$ cat src/rtl/sprite_anim_ctrl_if.sv
// rtl/sprite_anim_ctrl_if.sv - request/animation signal bundle for sprite_anim_ctrl
//
// Purpose: groups the frame tick, action requests and animation outputs.
// Signals:
//   frame_tick   - one-cycle pulse per video frame
//   action_req   - level requests, bit i = action i, bit 0 highest priority
//   sprite_index - 0 = idle sprite, i+1 = action i
//   frame_index  - current animation frame, 0 in idle
//   busy         - an action animation is playing
//   action_done  - one-cycle pulse when an action finishes its last frame
// Modports: master drives tick/requests, slave is the animation controller.
interface sprite_anim_ctrl_if #(
    parameter int NUM_ACTIONS       = 2,
    parameter int FRAMES_PER_ACTION = 4
);
    localparam int IDX_W = $clog2(NUM_ACTIONS + 1);
    localparam int FRM_W = (FRAMES_PER_ACTION > 2) ? $clog2(FRAMES_PER_ACTION) : 1;

    logic                   frame_tick;
    logic [NUM_ACTIONS-1:0] action_req;
    logic [IDX_W-1:0]       sprite_index;
    logic [FRM_W-1:0]       frame_index;
    logic                   busy;
    logic                   action_done;

    modport master (
        output frame_tick,
        output action_req,
        input  sprite_index,
        input  frame_index,
        input  busy,
        input  action_done
    );

    modport slave (
        input  frame_tick,
        input  action_req,
        output sprite_index,
        output frame_index,
        output busy,
        output action_done
    );
endinterface

$ cat src/rtl/sprite_anim_ctrl.sv
// rtl/sprite_anim_ctrl.sv - timed sprite animation sequencer with priority and pre-emption
//
// Purpose: latches the highest-priority action request, steps its frames on
// the video frame tick, restarts on a higher-priority request, chains into a
// pending request on completion, and otherwise returns to idle.
// Ports:
//   Clk     - system clock
//   Reset_n - asynchronous active-low reset
//   bus     - sprite_anim_ctrl_if.slave (frame_tick, action_req in;
//             sprite_index, frame_index, busy, action_done out)
module sprite_anim_ctrl #(
    parameter int NUM_ACTIONS       = 2,
    parameter int FRAMES_PER_ACTION = 4,
    parameter int FRAME_TICKS       = 6
) (
    input  logic Clk,
    input  logic Reset_n,
    sprite_anim_ctrl_if.slave bus
);
    localparam int IDX_W = $clog2(NUM_ACTIONS + 1);
    localparam int FRM_W = (FRAMES_PER_ACTION > 2) ? $clog2(FRAMES_PER_ACTION) : 1;
    localparam int TCK_W = (FRAME_TICKS > 1) ? $clog2(FRAME_TICKS) : 1;

    localparam logic [FRM_W-1:0] FRM_LAST  = FRM_W'(FRAMES_PER_ACTION - 1);
    localparam logic [TCK_W-1:0] TICK_LAST = TCK_W'(FRAME_TICKS - 1);

    typedef enum logic {
        IDLE = 1'b0,
        PLAY = 1'b1
    } state_t;

    state_t           state_q, state_n;
    logic [IDX_W-1:0] sprite_q, sprite_n;
    logic [FRM_W-1:0] frame_q, frame_n;
    logic [TCK_W-1:0] tick_q, tick_n;
    logic             done_q, done_n;

    logic             has_req;
    logic [IDX_W-1:0] win_sprite;
    logic             frame_end;
    logic             last_end;
    logic             preempt;

    // Winner is the lowest set request bit, expressed directly as its sprite
    // code (index + 1) so it compares against the running sprite_index.
    always_comb begin
        win_sprite = '0;
        for (int i = NUM_ACTIONS - 1; i >= 0; i--) begin
            if (bus.action_req[i]) begin
                win_sprite = IDX_W'(i + 1);
            end
        end
    end

    assign has_req   = |bus.action_req;
    assign frame_end = bus.frame_tick && (tick_q == TICK_LAST);
    assign last_end  = frame_end && (frame_q == FRM_LAST);
    // A smaller sprite code means a higher-priority action.
    assign preempt   = has_req && (win_sprite < sprite_q);

    always_ff @(posedge Clk or negedge Reset_n) begin
        if (!Reset_n) begin
            state_q  <= IDLE;
            sprite_q <= '0;
            frame_q  <= '0;
            tick_q   <= '0;
            done_q   <= 1'b0;
        end else begin
            state_q  <= state_n;
            sprite_q <= sprite_n;
            frame_q  <= frame_n;
            tick_q   <= tick_n;
            done_q   <= done_n;
        end
    end

    always_comb begin
        state_n  = state_q;
        sprite_n = sprite_q;
        frame_n  = frame_q;
        tick_n   = tick_q;
        done_n   = 1'b0;

        unique case (state_q)
            IDLE: begin
                // Ticks are ignored here; only a request starts an animation.
                if (has_req) begin
                    state_n  = PLAY;
                    sprite_n = win_sprite;
                    frame_n  = '0;
                    tick_n   = '0;
                end
            end

            PLAY: begin
                if (last_end) begin
                    // Completion outranks pre-emption in the same cycle.
                    done_n  = 1'b1;
                    frame_n = '0;
                    tick_n  = '0;
                    if (has_req) begin
                        sprite_n = win_sprite;
                    end else begin
                        state_n  = IDLE;
                        sprite_n = '0;
                    end
                end else if (preempt) begin
                    sprite_n = win_sprite;
                    frame_n  = '0;
                    tick_n   = '0;
                end else if (frame_end) begin
                    tick_n  = '0;
                    frame_n = frame_q + 1'b1;
                end else if (bus.frame_tick) begin
                    tick_n = tick_q + 1'b1;
                end
            end

            default: begin
                state_n  = IDLE;
                sprite_n = '0;
                frame_n  = '0;
                tick_n   = '0;
            end
        endcase
    end

    assign bus.sprite_index = sprite_q;
    assign bus.frame_index  = frame_q;
    assign bus.busy         = (state_q == PLAY);
    assign bus.action_done  = done_q;
endmodule

$ cat src/flat_wrapper.sv
// flat-port wrapper written by rule: the top's interface ports become plain ports
module sprite_anim_ctrl_flat 
#(
    parameter int NUM_ACTIONS       = 2,
    parameter int FRAMES_PER_ACTION = 4,
    parameter int FRAME_TICKS       = 6
)
  (Clk, Reset_n, bus_frame_tick, bus_action_req, bus_sprite_index, bus_frame_index, bus_busy, bus_action_done);
  sprite_anim_ctrl_if #(.NUM_ACTIONS(NUM_ACTIONS), .FRAMES_PER_ACTION(FRAMES_PER_ACTION)) bus_i ();
  input  logic Clk;
  input  logic Reset_n;
  input wire logic [$bits(bus_i.frame_tick)-1:0] bus_frame_tick;
  input wire logic [$bits(bus_i.action_req)-1:0] bus_action_req;
  output wire logic [$bits(bus_i.sprite_index)-1:0] bus_sprite_index;
  output wire logic [$bits(bus_i.frame_index)-1:0] bus_frame_index;
  output wire logic [$bits(bus_i.busy)-1:0] bus_busy;
  output wire logic [$bits(bus_i.action_done)-1:0] bus_action_done;
  assign bus_i.frame_tick = bus_frame_tick;
  assign bus_i.action_req = bus_action_req;
  assign bus_sprite_index = bus_i.sprite_index;
  assign bus_frame_index = bus_i.frame_index;
  assign bus_busy = bus_i.busy;
  assign bus_action_done = bus_i.action_done;
  sprite_anim_ctrl #(.NUM_ACTIONS(NUM_ACTIONS), .FRAMES_PER_ACTION(FRAMES_PER_ACTION), .FRAME_TICKS(FRAME_TICKS)) u_core (.Clk(Clk), .Reset_n(Reset_n), .bus(bus_i));
endmodule
$ cat config.mk
export PLATFORM = sky130hd
export DESIGN_NAME = sprite_anim_ctrl_flat
export DESIGN_NICKNAME = d
export VERILOG_FILES = /design/src/rtl/sprite_anim_ctrl_if.sv /design/src/rtl/sprite_anim_ctrl.sv /design/src/flat_wrapper.sv
export SDC_FILE = /design/constraint.sdc
export NUM_CORES = 1
export LEC_CHECK = 0
export CORE_AREA = 2 2 39 41
export DETAILED_ROUTE_END_ITERATION = 10
export DIE_AREA = 0 0 41 43
export GPL_TIMING_DRIVEN = 0
export PLACE_DENSITY = 0.64
export SLEW_MARGIN = 40
export SYNTH_ARGS = -nofsm -noshare
export SYNTH_HDL_FRONTEND = slang
export SYNTH_SLANG_ARGS = --single-unit
$ cat constraint.sdc
create_clock -name Clk -period 1.58 [get_ports Clk]
set_input_delay 0.158 -clock Clk [delete_from_list [all_inputs] [get_ports Clk]]
set_output_delay 0.158 -clock Clk [all_outputs]
set_load 0.01 [all_outputs]
==> impl_metrics.toml, run 1 <==
[outcome]
status = "complete, no violations"

[timing]
min_period_ns = 1.517
slew_viol_final = 0
rsz0062_at_grt = "false"
tightest_slew_ns = 0.4086
finalCritPeriodShare_pct = 96.02
skew_ns = 0.001928
slew_headroom_pct = 72.68
fmaxAchievable_ghz = 0.6592
report.final.setup_viol = 0
hold_viol_final = 0

[final_layout]
multi_input_area_um2 = 284.0
fin_util_pct = 49.55
num-nets-final = 73
area_delta_synth_final_pct = 32.37
fillers = 135
most-common-layout-cells = "dfrtp_1 (9), clkdlybuf4s50_1 (8), nor2_1 (4), ha_1 (4)"
fin_area_um2 = 685.7
layout_commonest_cell = "dfrtp_1"
antenna_cells = 0
seqCellArea_um2 = 225.2
drive_gt1_share_pct = 20.63

[logic_synthesis]
seq_area_frac_synth_pct = 43.48
synth_top_family_by_area = "compound AO/OA/AOI/OAI gates"
syn_nets = 56
ys_warn_count = 0
async_reset_ff_share_pct = 100.0
avgSynthCellArea_um2 = 11.02
synth_area_um2 = 518.0
synth_ff_type = "dfrtp_1"
synth_xor_area_share_pct = 0
synth_edf_count = 0
muxShareOfSynthArea_pct = 1.932
synthCells = 47
yosys.area_share.simple_pct = 17.63
ys_seq_elements = 9
synth-compound-area-share_pct = 24.15
synthAdderAreaFrac_pct = 9.662
yosysUniqueCellTypes = 27

[clock_tree]
cts_root_buffer = "clkbuf_4"
clk_pin_slew_worst_paths_ns = 0.06
cts_tree = "done"
cts_hold_buf = 0
cts.sink_count = 9
cts_max_level = 1
cts.path.max_buffers = 2
numCtsBuffers = 3
clkLatencyLatePin_ns = 0.26

[routing]
drc = 0
vias = 417
wl_per_cell_um = 11.63
first_iter_violations = 14
drt-pass1-iter-count = 4
postRouteWirelength_um = 919
ant_nets = 0
post_drt_via_cell_ratio = 5.278

[critical_path]
regToRegSetupSlack_ns = 0.08
crit_arrival_ns = 1.65
startpoint_type = "input pin"
end_kind = "flip-flop"
critPathKind = "in2reg"
reg2reg_depth = 6
r2r_end = "u_core.tick_q[1]$_DFFE_PN0P_"
required_ns = 1.72
r2r_start = "u_core.bus.sprite_index[1]$_DFFE_PN0P_"
crit_path_max_fanout = 6

[global_routing]
grtUsageTotal_pct = 12.88
grt_pass1_wl_um = 1442
grt_pass1_vias = 350
grt_antenna_before_repair = 0
grt_max_degree = 10
grt-ovfl-total = 0

[power]
power_per_cell_area_nw_per_um2 = 1264
p_sw_w = 0.0002826
power.leakage_nw = 0.3165
power.internal_w = 0.0005843
p_seq_share_pct = 39.5
combPwrFrac_pct = 40.7
irDropWorstVdd_mv = 0.7019
switching_share_pct = 32.60
power_frac_clock_pct = 19.9

[placement]
routabilityCongestion = 0.6548
hpwlAfterDp_um = 690
dpl_cell_area_um2 = 638.1
io_buffers = 10

[die]
die_y_um = 43
core_um2 = 1384
start_util_pct = 37.43
die-area_um2 = 1763
ioPinCount = 11
die_x_um = 41
rows = 14

[min_path]
hold_path_class = "in2async"

[flow_run]
max_cap_viol_count = 0
-- how the worst max path moves through the flow --
stage                                           startpoint                                     end  depth (start not counted)
global route        u_core.bus.sprite_index[1]$_DFFE_PN0P_            u_core.tick_q[1]$_DFFE_PN0P_                          6
CTS                                      bus_action_req[0]            u_core.tick_q[1]$_DFFE_PN0P_                          7
floorplan           u_core.bus.sprite_index[1]$_DFFE_PN0P_  u_core.bus.sprite_index[0]$_DFFE_PN0P_                          5
detailed placement                       bus_action_req[0]  u_core.bus.sprite_index[0]$_DFFE_PN0P_                          6
finish                                   bus_action_req[0]            u_core.tick_q[1]$_DFFE_PN0P_                          7
global placement                         bus_action_req[0]  u_core.bus.sprite_index[0]$_DFFE_PN0P_                          6
-- cells by family (layout without fill, tap and decap cells) --
| kind of cell | Yosys count | count (layout) |
|---|---|---|
| adder cells (fa/ha/maj) | 4 | 4 |
| AO/OA/AOI/OAI | 14 | 14 |
| AND/OR/NAND/NOR | 15 | 15 |
| flip-flops | 9 | 9 |
| buffers and inverters | 4 | 20 |
| multiplexers | 1 | 1 |
-- power groups by stage --
stage	Sequential [W]	Clock (W)	Combinational, W
floorplan	0.000352	0	0.000202
detailed placement	0.000347	0	0.000321
global placement	0.000344	0	0.000315
finish	0.000342	0.000172	0.000353
CTS	0.000343	0.000183	0.000357
global route	0.000349	0.000202	0.000384
-- layout make-up --
class,count,area share [%]
Sequential cell,9,32.85
Tap cell,16,2.920
Timing Repair Buffer,12,16.61
Buffer,1,0.7299
Clock buffer,4,3.832
Multi-Input combinational cell,34,41.42
Inverter,3,1.642
-- stage by stage --
stage               std cells  total power (W)  setup TNS (ns)  setup slack [ns]  hold WS (ns)
global placement           73        0.0006592          -3.082           -0.5851        0.4896
global route               79        0.0009356               0           0.01661        0.2129
floorplan                  47        0.0005536               0           0.06723       -0.1376
CTS                        79        0.0008831               0           0.02139        0.2088
finish                     79        0.0008669               0           0.06296        0.1972
detailed placement         73        0.0006683          -3.128           -0.5874        0.4921
-- worst max-delay path, stage by stage --
cell and delay [ns]:
clkdlybuf4s15_1 0.29, and2b_2 0.25, ha_1 0.30, a211oi_4 0.30
buf_4 0.17, a211o_1 0.10, o22ai_1 0.08
-- timing repair --
action	4_1_cts	5_1_grt
setup buffers	2	0
pin swaps	1	1
gates resized for setup	3	1
endpoints found under the setup margin	7	7
gates cloned	0	0
-- registers in the layout (all words and copies together) (netlist names) --
name	count
u_core.bus.frame_index	2
u_core.bus.sprite_index	2
u_core.bus.action_done	1
u_core.bus.busy	1
u_core.tick_q	3
-- metal layers --
layer | GRT usage, % | up-vias | wire length (um)
li1 | - | 207 | -
met1 | 15.28 | 201 | 404
met2 | 16.56 | 7 | 432
met3 | 9.948 | 2 | 64
met4 | 6.000 | 0 | 17
met5 | 0 | - | 0
-- cells in the mapped netlist, types with 2 or more instances --
| cell type | instances | area share (%) |
|---|---|---|
| inv_1 | 3 | 2.2 |
| ha_1 | 4 | 9.7 |
| a21bo_1 | 2 | 3.9 |
| dfrtp_1 | 9 | 43 |
| nand2_1 | 3 | 2.2 |
| nor2_1 | 4 | 2.9 |
| o21ai_0 | 2 | 1.9 |
Note: power is estimated with default switching activity, not from simulation.
==> inputs of run 2 (changes only) <==
- CTS_CLUSTER_SIZE: not set -> 20
- MAX_ROUTING_LAYER: not set -> met4
==> run 2 against run 1 <==
  * Combinational power is essentially flat
  * Wire length stayed put
  * Final cell count unchanged
  * Maximum frequency barely moved
  * Worst hold slack got worse by 0.00054 ns
  * Clock power about the same
  * Die area did not move
  * Critical path type unchanged
  * Critical endpoint unchanged
  * Largest power group unchanged
==> impl_metrics.toml, run 2 (synthesis gave the netlist of run 1 again) <==
[final_layout]
num-nets-final = 73
largest_reg_flops = 3
drive_gt1_share_pct = 20.63
largest-register = "u_core.tick_q"
fin_area_um2 = 685.7
most-common-layout-cells = "dfrtp_1 (9), clkdlybuf4s50_1 (8), nor2_1 (4), ha_1 (4)"
antenna_cells = 0
fillers = 135
layout_commonest_cell = "dfrtp_1"
area_delta_synth_final_pct = 32.37
finalNonFillerCells = 79
fin_util_pct = 49.55

[global_routing]
grt-ovfl-total = 0
grtUsageTotal_pct = 13.20
grt_pass1_vias = 351
grt_max_degree = 10
grt_antenna_before_repair = 0
grt_pass1_wl_um = 1442

[routing]
wl_per_cell_um = 11.63
postRouteWirelength_um = 919
first_iter_violations = 12
vias = 416
post_drt_via_cell_ratio = 5.266
ant_nets = 0
drt-pass1-iter-count = 4
drc = 0

[timing]
tightest_slew_ns = 0.4084
finalCritPeriodShare_pct = 96.02
slew_headroom_pct = 72.69
fmaxAchievable_ghz = 0.6591
skew_ns = 0.002369
slew_viol_final = 0
report.final.setup_viol = 0
hold_viol_final = 0
min_period_ns = 1.517
rsz0062_at_grt = "false"

[placement]
routabilityCongestion = 0.6607
io_buffers = 10
hpwlAfterDp_um = 690
place_inst = 73
dpl_cell_area_um2 = 638.1

[power]
power.leakage_nw = 0.3165
power.internal_w = 0.0005843
power_per_cell_area_nw_per_um2 = 1265
irDropWorstVdd_mv = 0.7020
combPwrFrac_pct = 40.7
power_frac_clock_pct = 19.9
switching_share_pct = 32.61
p_sw_w = 0.0002827
p_seq_share_pct = 39.5

[critical_path]
crit_arrival_ns = 1.65
critPathKind = "in2reg"
required_ns = 1.72
crit_path_max_fanout = 6
startpoint_type = "input pin"
end_kind = "flip-flop"

[clock_tree]
cts_root_buffer = "clkbuf_4"
cts_tree = "done"
cts.sink_count = 9
cts_max_level = 1
cts_hold_buf = 0
numCtsBuffers = 3
clk_pin_slew_worst_paths_ns = 0.06
cts.path.max_buffers = 2
clkLatencyLatePin_ns = 0.26

[die]
die_y_um = 43
ioPinCount = 11
die_x_um = 41
core_um2 = 1384
rows = 14
start_util_pct = 37.43
die-area_um2 = 1763

[outcome]
status = "complete, no violations"

[flow_run]
max_cap_viol_count = 0

[min_path]
hold_path_class = "in2async"
==> run 2: metal layers <==
layer / wire length, um / GRT usage [%]
met5: 0 / -
met4: 17 / 6.000
met3: 63 / 9.948
met2: 430 / 16.56
met1: 406 / 15.28
==> run 2: path summary, 6_finish.rpt <==
check / from / to / slack (ns) / cells after the start
worst max-delay path: bus_action_req[0] / u_core.tick_q[1]$_DFFE_PN0P_ / 0.06 / 7
worst min-delay path: Reset_n / u_core.bus.frame_index[0]$_DFFE_PN0P_ / 0.20 / 1
worst max register to register: u_core.bus.sprite_index[1]$_DFFE_PN0P_ / u_core.tick_q[1]$_DFFE_PN0P_ / 0.08 / 6
worst min register to register: u_core.bus.sprite_index[1]$_DFFE_PN0P_ / u_core.bus.sprite_index[1]$_DFFE_PN0P_ / 0.51 / 1
max in group asynchronous: Reset_n / u_core.tick_q[0]$_DFFE_PN0P_ / 1.10 / 1
min in group Clk: bus_action_req[1] / u_core.bus.busy$_DFF_PN0_ / 0.39 / 3
==> run 2: worst max-delay path: stages <==
cell,delay (ns)
clkdlybuf4s15_1,0.29
and2b_2,0.25
ha_1,0.30
a211oi_4,0.30
buf_4,0.17
a211o_1,0.10
o22ai_1,0.08
==> run 2: power groups by stage <==
| stage | registers [W] | clock network (W) | logic, W |
|---|---|---|---|
| final | 0.000342 | 0.000172 | 0.000353 |
| after global routing | 0.000349 | 0.000202 | 0.000384 |
| after CTS | 0.000343 | 0.000183 | 0.000357 |
| after detailed placement | 0.000347 | 0 | 0.000321 |
| after global placement | 0.000344 | 0 | 0.000315 |
| after floorplan | 0.000352 | 0 | 0.000202 |
==> run 2: final cells by class <==
class | count | area [um^2] | area share, %
plain buffers | 1 | 5.005 | 0.7299
clock buffers | 4 | 26.28 | 3.832
inverters | 3 | 11.26 | 1.642
multi-input cells | 34 | 284.0 | 41.42
flip-flops and latches | 9 | 225.2 | 32.85
well taps | 16 | 20.02 | 2.920
repair buffers | 12 | 113.9 | 16.61
==> run 2: through the flow <==
step | hold slack, ns | TNS (ns) | setup slack [ns] | total power (W)
3_3_place_gp | 0.4896 | -3.082 | -0.5851 | 0.0006592
5_1_grt | 0.2129 | 0 | 0.01661 | 0.0009356
4_1_cts | 0.2088 | 0 | 0.02139 | 0.0008831
3_5_place_dp | 0.4921 | -3.128 | -0.5874 | 0.0006683
6_report | 0.1967 | 0 | 0.06284 | 0.0008670
2_1_floorplan | -0.1376 | 0 | 0.06723 | 0.0005536
==> run 2: repair_timing <==
item | CTS | global route
gates resized for setup | 3 | 1
setup buffers | 2 | 0
cloned | 0 | 0
pin swaps | 1 | 1
endpoints found under the setup margin | 7 | 7
==> inputs of run 3 (changes only) <==
- CELL_PAD_IN_SITES_DETAIL_PLACEMENT: not set -> 1
- CELL_PAD_IN_SITES_GLOBAL_PLACEMENT: not set -> 1
- CORE_AREA: 2 2 39 41 -> not set
- CORE_MARGIN: not set -> 2
- CORE_UTILIZATION: not set -> 36
- DIE_AREA: 0 0 41 43 -> not set
- PLACE_DENSITY: 0.64 -> 0.73
==> run 3 against run 2 <==
  * Sequential power about the same
  * Die area down 0.28%
  * Largest cell class unchanged
  * Critical path depth down 1
  * Cell area up 4.2%
==> impl_metrics.toml, run 3 (synthesis gave the netlist of run 1 again) <==
[critical_path]
critPathKind = "reg2reg"
regToRegSetupSlack_ns = 0.08
reg2reg_depth = 6
crit_path_max_fanout = 5
startpoint_type = "flip-flop"
required_ns = 1.72
r2r_start = "u_core.bus.sprite_index[1]$_DFFE_PN0P_"
r2r_end = "u_core.tick_q[1]$_DFFE_PN0P_"
crit_arrival_ns = 1.64
end_kind = "flip-flop"

[final_layout]
finalNonFillerCells = 81
area_delta_synth_final_pct = 37.92
largest_reg_flops = 3
largest-register = "u_core.tick_q"
most-common-layout-cells = "dfrtp_1 (9), clkdlybuf4s50_1 (8), buf_4 (5)"
fillers = 152
layout_commonest_cell = "dfrtp_1"
seqCellArea_um2 = 225.2
antenna_cells = 0
drive_gt1_share_pct = 28.79
fin_area_um2 = 714.4
num-nets-final = 76
multi_input_area_um2 = 296.5

[routing]
first_iter_violations = 5
post_drt_via_cell_ratio = 5.235
vias = 424
postRouteWirelength_um = 1138
drc = 0
wl_per_cell_um = 14.05
drt-pass1-iter-count = 2
ant_nets = 0

[clock_tree]
cts_tree = "done"
clkLatencyLatePin_ns = 0.25
cts.path.max_buffers = 2
cts.sink_count = 9
cts_root_buffer = "clkbuf_4"
clk_pin_slew_worst_paths_ns = 0.05
cts_max_level = 1
numCtsBuffers = 3

[min_path]
hold_path_class = "in2async"

[placement]
routabilityCongestion = 0.7538
dpl_cell_area_um2 = 636.9
io_buffers = 10
place_inst = 72
hpwlAfterDp_um = 802.9

[global_routing]
grt_pass1_wl_um = 1863
grt-ovfl-total = 0
grt_max_degree = 10
grt_antenna_before_repair = 0
grt_pass1_vias = 407
grtUsageTotal_pct = 15.27

[timing]
min_period_ns = 1.502
tightest_slew_ns = 0.4155
slew_viol_final = 0
report.final.setup_viol = 0
timing.hold.ws_ns = 0.2036
slew_headroom_pct = 72.22
skew_ns = 0.0002102
fmaxAchievable_ghz = 0.6658
finalCritPeriodShare_pct = 95.07
hold_viol_final = 0

[die]
die-area_um2 = 1758
die_x_um = 41.93
start_util_pct = 39.32
die_y_um = 41.93
ioPinCount = 11
core_um2 = 1318
rows = 13

[flow_run]
max_cap_viol_count = 0

[power]
irDropWorstVdd_mv = 0.7085
power.leakage_nw = 0.3316
power_per_cell_area_nw_per_um2 = 1313

[outcome]
status = "complete, no violations"
## run 3: routing by layer
| layer | wire length [um] | global-route usage [%] |
|---|---|---|
| met4 | 22 | 7.742 |
| met3 | 41 | 6.522 |
| met2 | 563 | 22.81 |
| met5 | 0 | - |
| met1 | 511 | 17.34 |
## run 3: stage by stage
step | setup WS [ns] | setup TNS (ns) | power [W] | utilization (%)
6_report | 0.07795 | 0 | 0.0009383 | 54.23
5_1_grt | -0.004235 | -0.004235 | 0.001014 | 54.23
4_1_cts | 0.003349 | 0 | 0.0009027 | 52.52
3_5_place_dp | -0.6439 | -3.387 | 0.0006798 | 48.34
3_3_place_gp | -0.6287 | -3.287 | 0.0006669 | 48.34
2_1_floorplan | 0.06723 | 0 | 0.0005536 | -
## run 3: worst max-delay path: stages, from the launching register on
cell	delay, ns
dfrtp_1	0.39
inv_2	0.07
ha_4	0.20
a211oi_4	0.34
buf_4	0.19
a211o_1	0.11
o22ai_1	0.07
## run 3: repair_timing
action,4_1_cts,5_1_grt
setup buffers,3,2
pin swaps,1,1
endpoints found under the setup margin,7,4
hold buffers,0,0
resized for setup,4,3
## run 3: report_power, final
group	total [W]	switching (W)	internal, W
combinational	0.000427	0.000181	0.000246
clock	0.000168	0.0000713	0.0000967
sequential	0.000343	0.0000552	0.000288
## run 3: cell type report
| cell class | instances | area share, % |
|---|---|---|
| clock buffer | 4 | 3.678 |
| inverter | 3 | 1.576 |
| buffer | 1 | 0.7005 |
| timing repair buffer | 15 | 18.39 |
| multi-input combinational | 34 | 41.51 |
| tap | 15 | 2.627 |
| sequential | 9 | 31.52 |
## run 3: worst max-delay path by stage
stage / slack (ns) / from / end
floorplan: 0.07 / u_core.bus.sprite_index[1]$_DFFE_PN0P_ / u_core.bus.sprite_index[0]$_DFFE_PN0P_
global placement: -0.63 / bus_action_req[0] / u_core.bus.sprite_index[0]$_DFFE_PN0P_
detailed placement: -0.64 / bus_action_req[0] / u_core.bus.sprite_index[1]$_DFFE_PN0P_
CTS: 0.003 / u_core.bus.sprite_index[1]$_DFFE_PN0P_ / u_core.bus.sprite_index[1]$_DFFE_PN0P_
global route: -0.004 / u_core.bus.sprite_index[1]$_DFFE_PN0P_ / u_core.bus.sprite_index[1]$_DFFE_PN0P_
finish: 0.08 / u_core.bus.sprite_index[1]$_DFFE_PN0P_ / u_core.tick_q[1]$_DFFE_PN0P_
